**src/rtl/clock_display_mux.sv**
```systemverilog
`default_nettype none
// ============================================================================
// Module   : clock_display_mux
// Purpose  : Scans HH MM SS onto a 6-digit multiplexed common-cathode display.
//            Each frame uses a snapshot of the time, with per-field blinking.
// Revision : 1.0 - initial release
// ============================================================================
module clock_display_mux #(
  parameter int SCAN_DIV     = 4,
  parameter int BLINK_FRAMES = 2
) (
  input  logic       clk,
  input  logic       reset,
  input  logic [5:0] hr,
  input  logic [5:0] min,
  input  logic [5:0] sec,
  input  logic       AM_PM,
  input  logic       AM_mode,
  input  logic [2:0] blink_mask,
  output logic [6:0] seg,
  output logic       dp,
  output logic [5:0] an,
  output logic       frame_start
);

  localparam int            PW     = (SCAN_DIV > 1) ? $clog2(SCAN_DIV) : 1;
  localparam int            FW     = (BLINK_FRAMES > 1) ? $clog2(BLINK_FRAMES) : 1;
  localparam logic [PW-1:0] P_LAST = PW'(SCAN_DIV - 1);
  localparam logic [FW-1:0] F_LAST = FW'(BLINK_FRAMES - 1);
  localparam logic [2:0]    D_LAST = 3'd5;

  logic [PW-1:0] p_q, p_d;
  logic [2:0]    d_q, d_d;
  logic [FW-1:0] f_q, f_d;
  logic          blink_q, blink_d;
  logic [5:0]    hr_q, hr_d, min_q, min_d, sec_q, sec_d;
  logic          ampm_q, ampm_d, ammode_q, ammode_d;
  logic [6:0]    seg_q, seg_d;
  logic          dp_q, dp_d;
  logic [5:0]    an_q, an_d;
  logic          fs_q, fs_d;

  logic          p_wrap, d_wrap, f_wrap;
  logic [5:0]    field_v;
  logic [5:0]    digit;
  logic          mask_bit;

  function automatic logic [6:0] seg7(input logic [5:0] v);
    case (v)
      6'd0:    seg7 = 7'h3F;
      6'd1:    seg7 = 7'h06;
      6'd2:    seg7 = 7'h5B;
      6'd3:    seg7 = 7'h4F;
      6'd4:    seg7 = 7'h66;
      6'd5:    seg7 = 7'h6D;
      6'd6:    seg7 = 7'h7D;
      6'd7:    seg7 = 7'h07;
      6'd8:    seg7 = 7'h7F;
      6'd9:    seg7 = 7'h6F;
      default: seg7 = 7'h00;
    endcase
  endfunction

  always_comb begin
    p_wrap  = (p_q == P_LAST);
    d_wrap  = p_wrap && (d_q == D_LAST);
    f_wrap  = d_wrap && (f_q == F_LAST);

    p_d     = p_wrap ? '0 : p_q + 1'b1;
    d_d     = d_q;
    if (p_wrap) d_d = (d_q == D_LAST) ? 3'd0 : d_q + 3'd1;
    f_d     = f_q;
    if (d_wrap) f_d = f_wrap ? '0 : f_q + 1'b1;
    blink_d = blink_q ^ f_wrap;

    // Shadow loads only at the frame boundary so a frame never tears.
    hr_d     = d_wrap ? hr      : hr_q;
    min_d    = d_wrap ? min     : min_q;
    sec_d    = d_wrap ? sec     : sec_q;
    ampm_d   = d_wrap ? AM_PM   : ampm_q;
    ammode_d = d_wrap ? AM_mode : ammode_q;
  end

  always_comb begin
    case (d_q[2:1])
      2'd0:    begin field_v = sec_q; mask_bit = blink_mask[0]; end
      2'd1:    begin field_v = min_q; mask_bit = blink_mask[1]; end
      default: begin field_v = hr_q;  mask_bit = blink_mask[2]; end
    endcase

    digit = d_q[0] ? (field_v / 6'd10) : (field_v % 6'd10);
    seg_d = (field_v > 6'd59) ? 7'h40 : seg7(digit);

    // First cycle of each slot is dark to avoid ghosting between digits.
    an_d = 6'b000001 << d_q;
    if ((p_q == '0) || (blink_q && mask_bit) ||
        ((d_q == 3'd5) && ammode_q && (hr_q < 6'd10)))
      an_d = '0;

    dp_d = (d_q == 3'd2) || (d_q == 3'd4) ||
           ((d_q == 3'd0) && ammode_q && ampm_q);
    fs_d = (p_q == '0) && (d_q == 3'd0);
  end

  always_ff @(posedge clk) begin
    if (reset) begin
      p_q      <= '0;
      d_q      <= '0;
      f_q      <= '0;
      blink_q  <= 1'b0;
      hr_q     <= '0;
      min_q    <= '0;
      sec_q    <= '0;
      ampm_q   <= 1'b0;
      ammode_q <= 1'b0;
      seg_q    <= '0;
      dp_q     <= 1'b0;
      an_q     <= '0;
      fs_q     <= 1'b0;
    end else begin
      p_q      <= p_d;
      d_q      <= d_d;
      f_q      <= f_d;
      blink_q  <= blink_d;
      hr_q     <= hr_d;
      min_q    <= min_d;
      sec_q    <= sec_d;
      ampm_q   <= ampm_d;
      ammode_q <= ammode_d;
      seg_q    <= seg_d;
      dp_q     <= dp_d;
      an_q     <= an_d;
      fs_q     <= fs_d;
    end
  end

  assign seg         = seg_q;
  assign dp          = dp_q;
  assign an          = an_q;
  assign frame_start = fs_q;

endmodule
`default_nettype wire

```
**config.mk**
```make
export PLATFORM = sky130hd
export DESIGN_NAME = clock_display_mux
export DESIGN_NICKNAME = d
export VERILOG_FILES = /design/src/rtl/clock_display_mux.sv
export SDC_FILE = /design/constraint.sdc
export NUM_CORES = 1
export LEC_CHECK = 0
export ABC_AREA = 1
export CORE_ASPECT_RATIO = 0.7
export CORE_MARGIN = 2
export CORE_UTILIZATION = 52
export CTS_BUF_LIST = sky130_fd_sc_hd__clkbuf_4 sky130_fd_sc_hd__clkbuf_8
export CTS_CLUSTER_SIZE = 10
export DETAILED_ROUTE_END_ITERATION = 16
export GPL_ROUTABILITY_DRIVEN = 0
export GPL_TIMING_DRIVEN = 1
export PLACE_DENSITY = 0.79
export SETUP_SLACK_MARGIN = 0.15
export SYNTH_ARGS = -nofsm -noshare
export SYNTH_HDL_FRONTEND = slang
export SYNTH_SLANG_ARGS = --single-unit
```
**constraint.sdc**
```tcl
create_clock -name clk -period 3.35 [get_ports clk]
set_clock_uncertainty 0.15 [all_clocks]
set_input_delay 0.335 -clock clk [delete_from_list [all_inputs] [get_ports clk]]
set_output_delay 0.335 -clock clk [all_outputs]
set_load 0.01 [all_outputs]
```
======== After elaboration in Yosys (flattened, before gate mapping) ========
Memory sizes are Yosys's and may differ from the RTL's.
Cells that the tools add are included.
word-level totals
  register bits ........................... 42
  bits in read-only memories .............. 112
  logic and storage cells ................. 56
  memories ................................ 1
cells by class
  add/subtract/negate cells ............... 3
  div/mod/pow operators ................... 2
  order comparisons ....................... 2
  equal/unequal tests ..................... 5
  shift-type cells ........................ 1
  mux-type cells .......................... 7
  bitwise operators ....................... 2
  reductions and logical operators ........ 19
memory list
  name              words  bits a word  rd ports  clocked after memory_dff  wr ports  RTL line  RTL
  (name not given)  16     7            1         0                         0         49        case (v)
operators with widths
  kind                 number
  $mux 7               2
  $pmux 6 s2           1
  $logic_and 1x1->1    8
  $div 6x4->6 const B  1
  $eq 3x3->1 const B   2
  $gt 6x6->1 const B   1
  $logic_not 2->1      3
  $lt 6x4->1 const B   1
  $mod 6x4->6 const B  1
  $mux 6               1
  $shl 1x3->6 const A  1
  $logic_or 1x1->1     4
  $reduce_or 2->1      2
  $add 3x1->3 const B  1
  $eq 3x2->1 const B   1
  $logic_not 3->1      1
  $mux 3               1
  $reduce_or 3->1      1
  $add 2x1->2 const B  1
  $eq 2x1->1 const B   1
  $eq 2x2->1 const B   1
  $pmux 1 s2           1
  $add 1x1->1 const B  1
  $mux 1               1
  other kinds (2)      2

======== Logic depth before layout (Yosys ltp) ========
  word-level depth ........................ 7
  gate-level depth with buffers ........... 27

======== Worst setup path after synthesis ========
OpenSTA, ideal clock, no wires.
  kind .................................... register -> register
  start point ............................. register d_q[2]
  end point ............................... register seg_q[3], in the netlist seg[3]
  arrival time ............................ 2.777 ns
  required time ........................... 3.079 ns
  slack ................................... 0.302 ns
  cell stages (with the launch flop) ...... 21
  clock period less this slack ............ 3.048 ns
  path through ............................ dfxtp_1 buf_6 nor2_4 nand2_1 nand3_4 ha_1 nand2_1 inv_1 a21oi_2 nand2_2 nand4_1 nand2_1 nor2_4 nand2_4 a21boi_1 inv_1 ha_1 nand3_1 nand2_1 nand2_1 a21oi_1
between the ends
  cells in the longest elaborated chain, start to end .. 7
RTL lines
  what                                                  RTL line  RTL
  from (decl)                                           33        logic [2:0] d_q, d_d;
  from (signal assigned)                                108       d_q <= '0;
  from (signal assigned)                                122       d_q <= d_d;
  $eq 2x1->1 / $logic_not 2->1 (equally long branches)  85        case (d_q[2:1])
  $pmux 6 s2 (*)                                        85
  branches (longest 5 deep; another with $mem_v2 16x7)  n/a
  to (signal assigned)                                  130       seg_q <= seg_d;
  to (decl)                                             38        logic [6:0] seg_q, seg_d;
Mark *: on every way between the ends.
A chain may end at the register's enable or synchronous reset.

======== Final worst setup path ========
  start point ............................. register d_q[1]
  end point ............................... register seg_q[5], in the netlist seg[5]
Same word-level chain as after synthesis.

==> results_dict.tcl <==
set metrics [dict create \
    status "finished clean" \
    internal-power_mw 0.741 \
    cts_sinks 42 \
    area.growth.synth_to_final_pct 33.8 \
    drc 0 \
    r2r_cells 21 \
    postCtsHoldBufs 0 \
    core.rowCount 19 \
    placed_cell_area_um2 2690 \
    synth_common_cells "nand2_1, dfxtp_1, nor2_1" \
    grt_pass1_wl_mm 8.38 \
    fin_crit_ps 3080 \
    final_area_um2 3000 \
    final_layout_size_suffix_gt1_share_pct 20.9 \
    ctsHtreeMaxLevel 2 \
    yosysTopAreaCell "dfxtp_1" \
    p_per_area_nw_per_um2 334 \
    cts_tree "done" \
    grt_max_degree 27 \
    maxSlewViolCount 0 \
    clk_pin_slew_ps 80 \
    grt_usage_pct 22.7 \
    worst_slew_pin_slew_ps 1040 \
    slew_headroom_pct 29.8 \
    max_freq_ghz 0.325 \
    antenna_found_initial 0 \
    antenna_cells 0 \
    p_comb_share_pct 15.2 \
    clock_power_share_pct 32.6 \
    port_buffers 39 \
    die_h_um 58.9 \
    cp-start-kind "flop" \
    start_util_pct 55.7 \
    min_path_type "reg -> reg" \
    setup_viol 0 \
    post-route-period-util_pct 91.9 \
    hold_viol_final 0 \
    setup_tns_ps 0 \
    power.switching_mw 0.261 \
    grt-ovfl-total 0 \
    max-vdd-ir-drop_uv 256 \
    rsz0062_at_grt "false" \
    rrSetupSlack_ps 270 \
    cellLeakagePower_nw 1.41 \
    dieWidth_um 82.4 \
    die-area_um2 4850 \
    first_global_vias 1839 \
    synthTopCellsByArea "dfxtp_1, nand2_1, ha_1" \
    finalPower_mw 1.00 \
    cts_root_buf "clkbuf_8" \
    post-synth-top-count-cell "nand2_1" \
    synth-edff-count 0 \
    seqPwrFrac_pct 52.3 \
    syn_nets 347 \
    synth-seq-cells 42 \
    num_vias 2167 \
    drt-initial-drc-count 146 \
    cp_max_fo 6 \
    seq_area_frac_synth_pct 37.6 \
    ant_nets 0 \
    ys_warn_count 0 \
    required_ps 3430 \
    switching_share_pct 26.0 \
    dr.pass1.iters 5 \
    coreArea_um2 4020 \
    hpwl_mm 3.78 \
    whs_path_depth 1 \
    fin_nets 406 \
    end_kind "flop" \
    clockBufferDepth 2 \
    synth-main-ff-cell "dfxtp_1" \
    maxCapViolations 0 \
    arrival_ps 3150 \
    crit_type "reg -> reg" \
    numCtsBuffers 5 \
    num_io_pins 40 \
    synthArstFlopShare_pct 0 \
    synth_area_um2 2240 \
    viasPerCell 5.15 \
    wl_per_cell_um 13.1 \
    syn_inst 309 \
    synth_top_area_share_pct 37.6 \
    syn_avg_cell_area_um2 7.24 \
    synth.distinct_cells 29 \
    finalWirelength_mm 5.50 \
    clkLatencyLatePin_ps 290 \
]
==> critical path, stage by stage, from the launching register on <==
cell     delay (ps)
dfxtp_4         390
inv_2            60
nor2_4          180
nand2_2         110
nand3_4         100
ha_4            210
nand2_2          90
inv_1            70
a21oi_4         170
nand2_4         100
nand3_4         110
nand2_2          70
nand2_2          80
inv_1            60
ha_1            180
o21ai_2         180
nand2_1          70
nand2_1          60
nand3_1          90
a21oi_2         190
nand2_2         130
a21oi_1         140
==> metal layers <==
metal	GRT usage, %	up-vias	share of wire, %
met1	33.0	963	48
li1	-	1112	-
met5	0	-	0
met3	5.21	8	6.5
met4	5.48	0	1.0
met2	33.9	84	44
==> cells in the final DEF (no fill, tap or decap), types with 7 or more instances in the layout <==
| cell type | count |
|---|---|
| a21oi_1 | 17 |
| buf_4 | 21 |
| clkdlybuf4s50_1 | 39 |
| dfxtp_1 | 40 |
| ha_1 | 12 |
| inv_1 | 28 |
| nand2_1 | 56 |
| nand2_2 | 15 |
| nand3_1 | 15 |
| nor2_1 | 38 |
| nor3_1 | 7 |
| o21ai_0 | 26 |
==> final cells by class <==
class / instances / area [µm²]
Inverter: 34 / 128
Clock buffer: 5 / 68.8
Timing Repair Buffer: 60 / 548
Tap cell: 52 / 65.1
Clock inverter: 3 / 18.8
Sequential cell: 42 / 848
Multi-Input combinational cell: 225 / 1320
Fill cell: 295 / 1020
==> power by group through the flow <==
stage               combinational (mW)  clock, mW  sequential [mW]
floorplan                       0.0666          0            0.540
global placement                 0.138          0            0.536
detailed placement               0.139          0            0.536
CTS                              0.141      0.329            0.524
global route                     0.167      0.353            0.525
finish                           0.152      0.326            0.523
==> registers in the layout, indices dropped and copies added, names as in the netlist <==
register	flops
ammode_q	1
ampm_q	1
an	6
blink_q	1
d_q	3
dp	1
f_q	1
frame_start	1
hr_q	6
min_q	6
p_q	2
sec_q	6
seg	7
==> timing repair <==
| item | in CTS | in global routing |
|---|---|---|
| setup endpoints to repair | 7 | 7 |
| pin swaps | 1 | 14 |
| setup buffers | 2 | 15 |
| gates resized for setup | 5 | 20 |
==> metrics by stage <==
step	std cells	setup WS (ps)	hold slack (ps)	util (%)
floorplan	309	302	256	-
global placement	396	60.4	283	66.8
detailed placement	396	5.27	295	66.8
CTS	406	178	305	69.7
global route	421	89.3	332	74.6
finish	421	273	304	74.6
==> logic make-up after synthesis <==
group,after synthesis,share of synthesized area [%]
AO/OA/AOI/OAI,54,12.9
XOR/XNOR,3,1.17
buffers and inverters,42,7.43
flip-flops,42,37.6
AND/OR/NAND/NOR,155,33.6
adder cells (fa/ha/maj),13,7.27
==> worst paths after layout <==
check,startpoint,to
min,f_q,f_q
max,d_q[1],seg[5]
min reg2reg,f_q,f_q
max reg2reg,d_q[1],seg[5]
(Power assumes the default switching activity.)
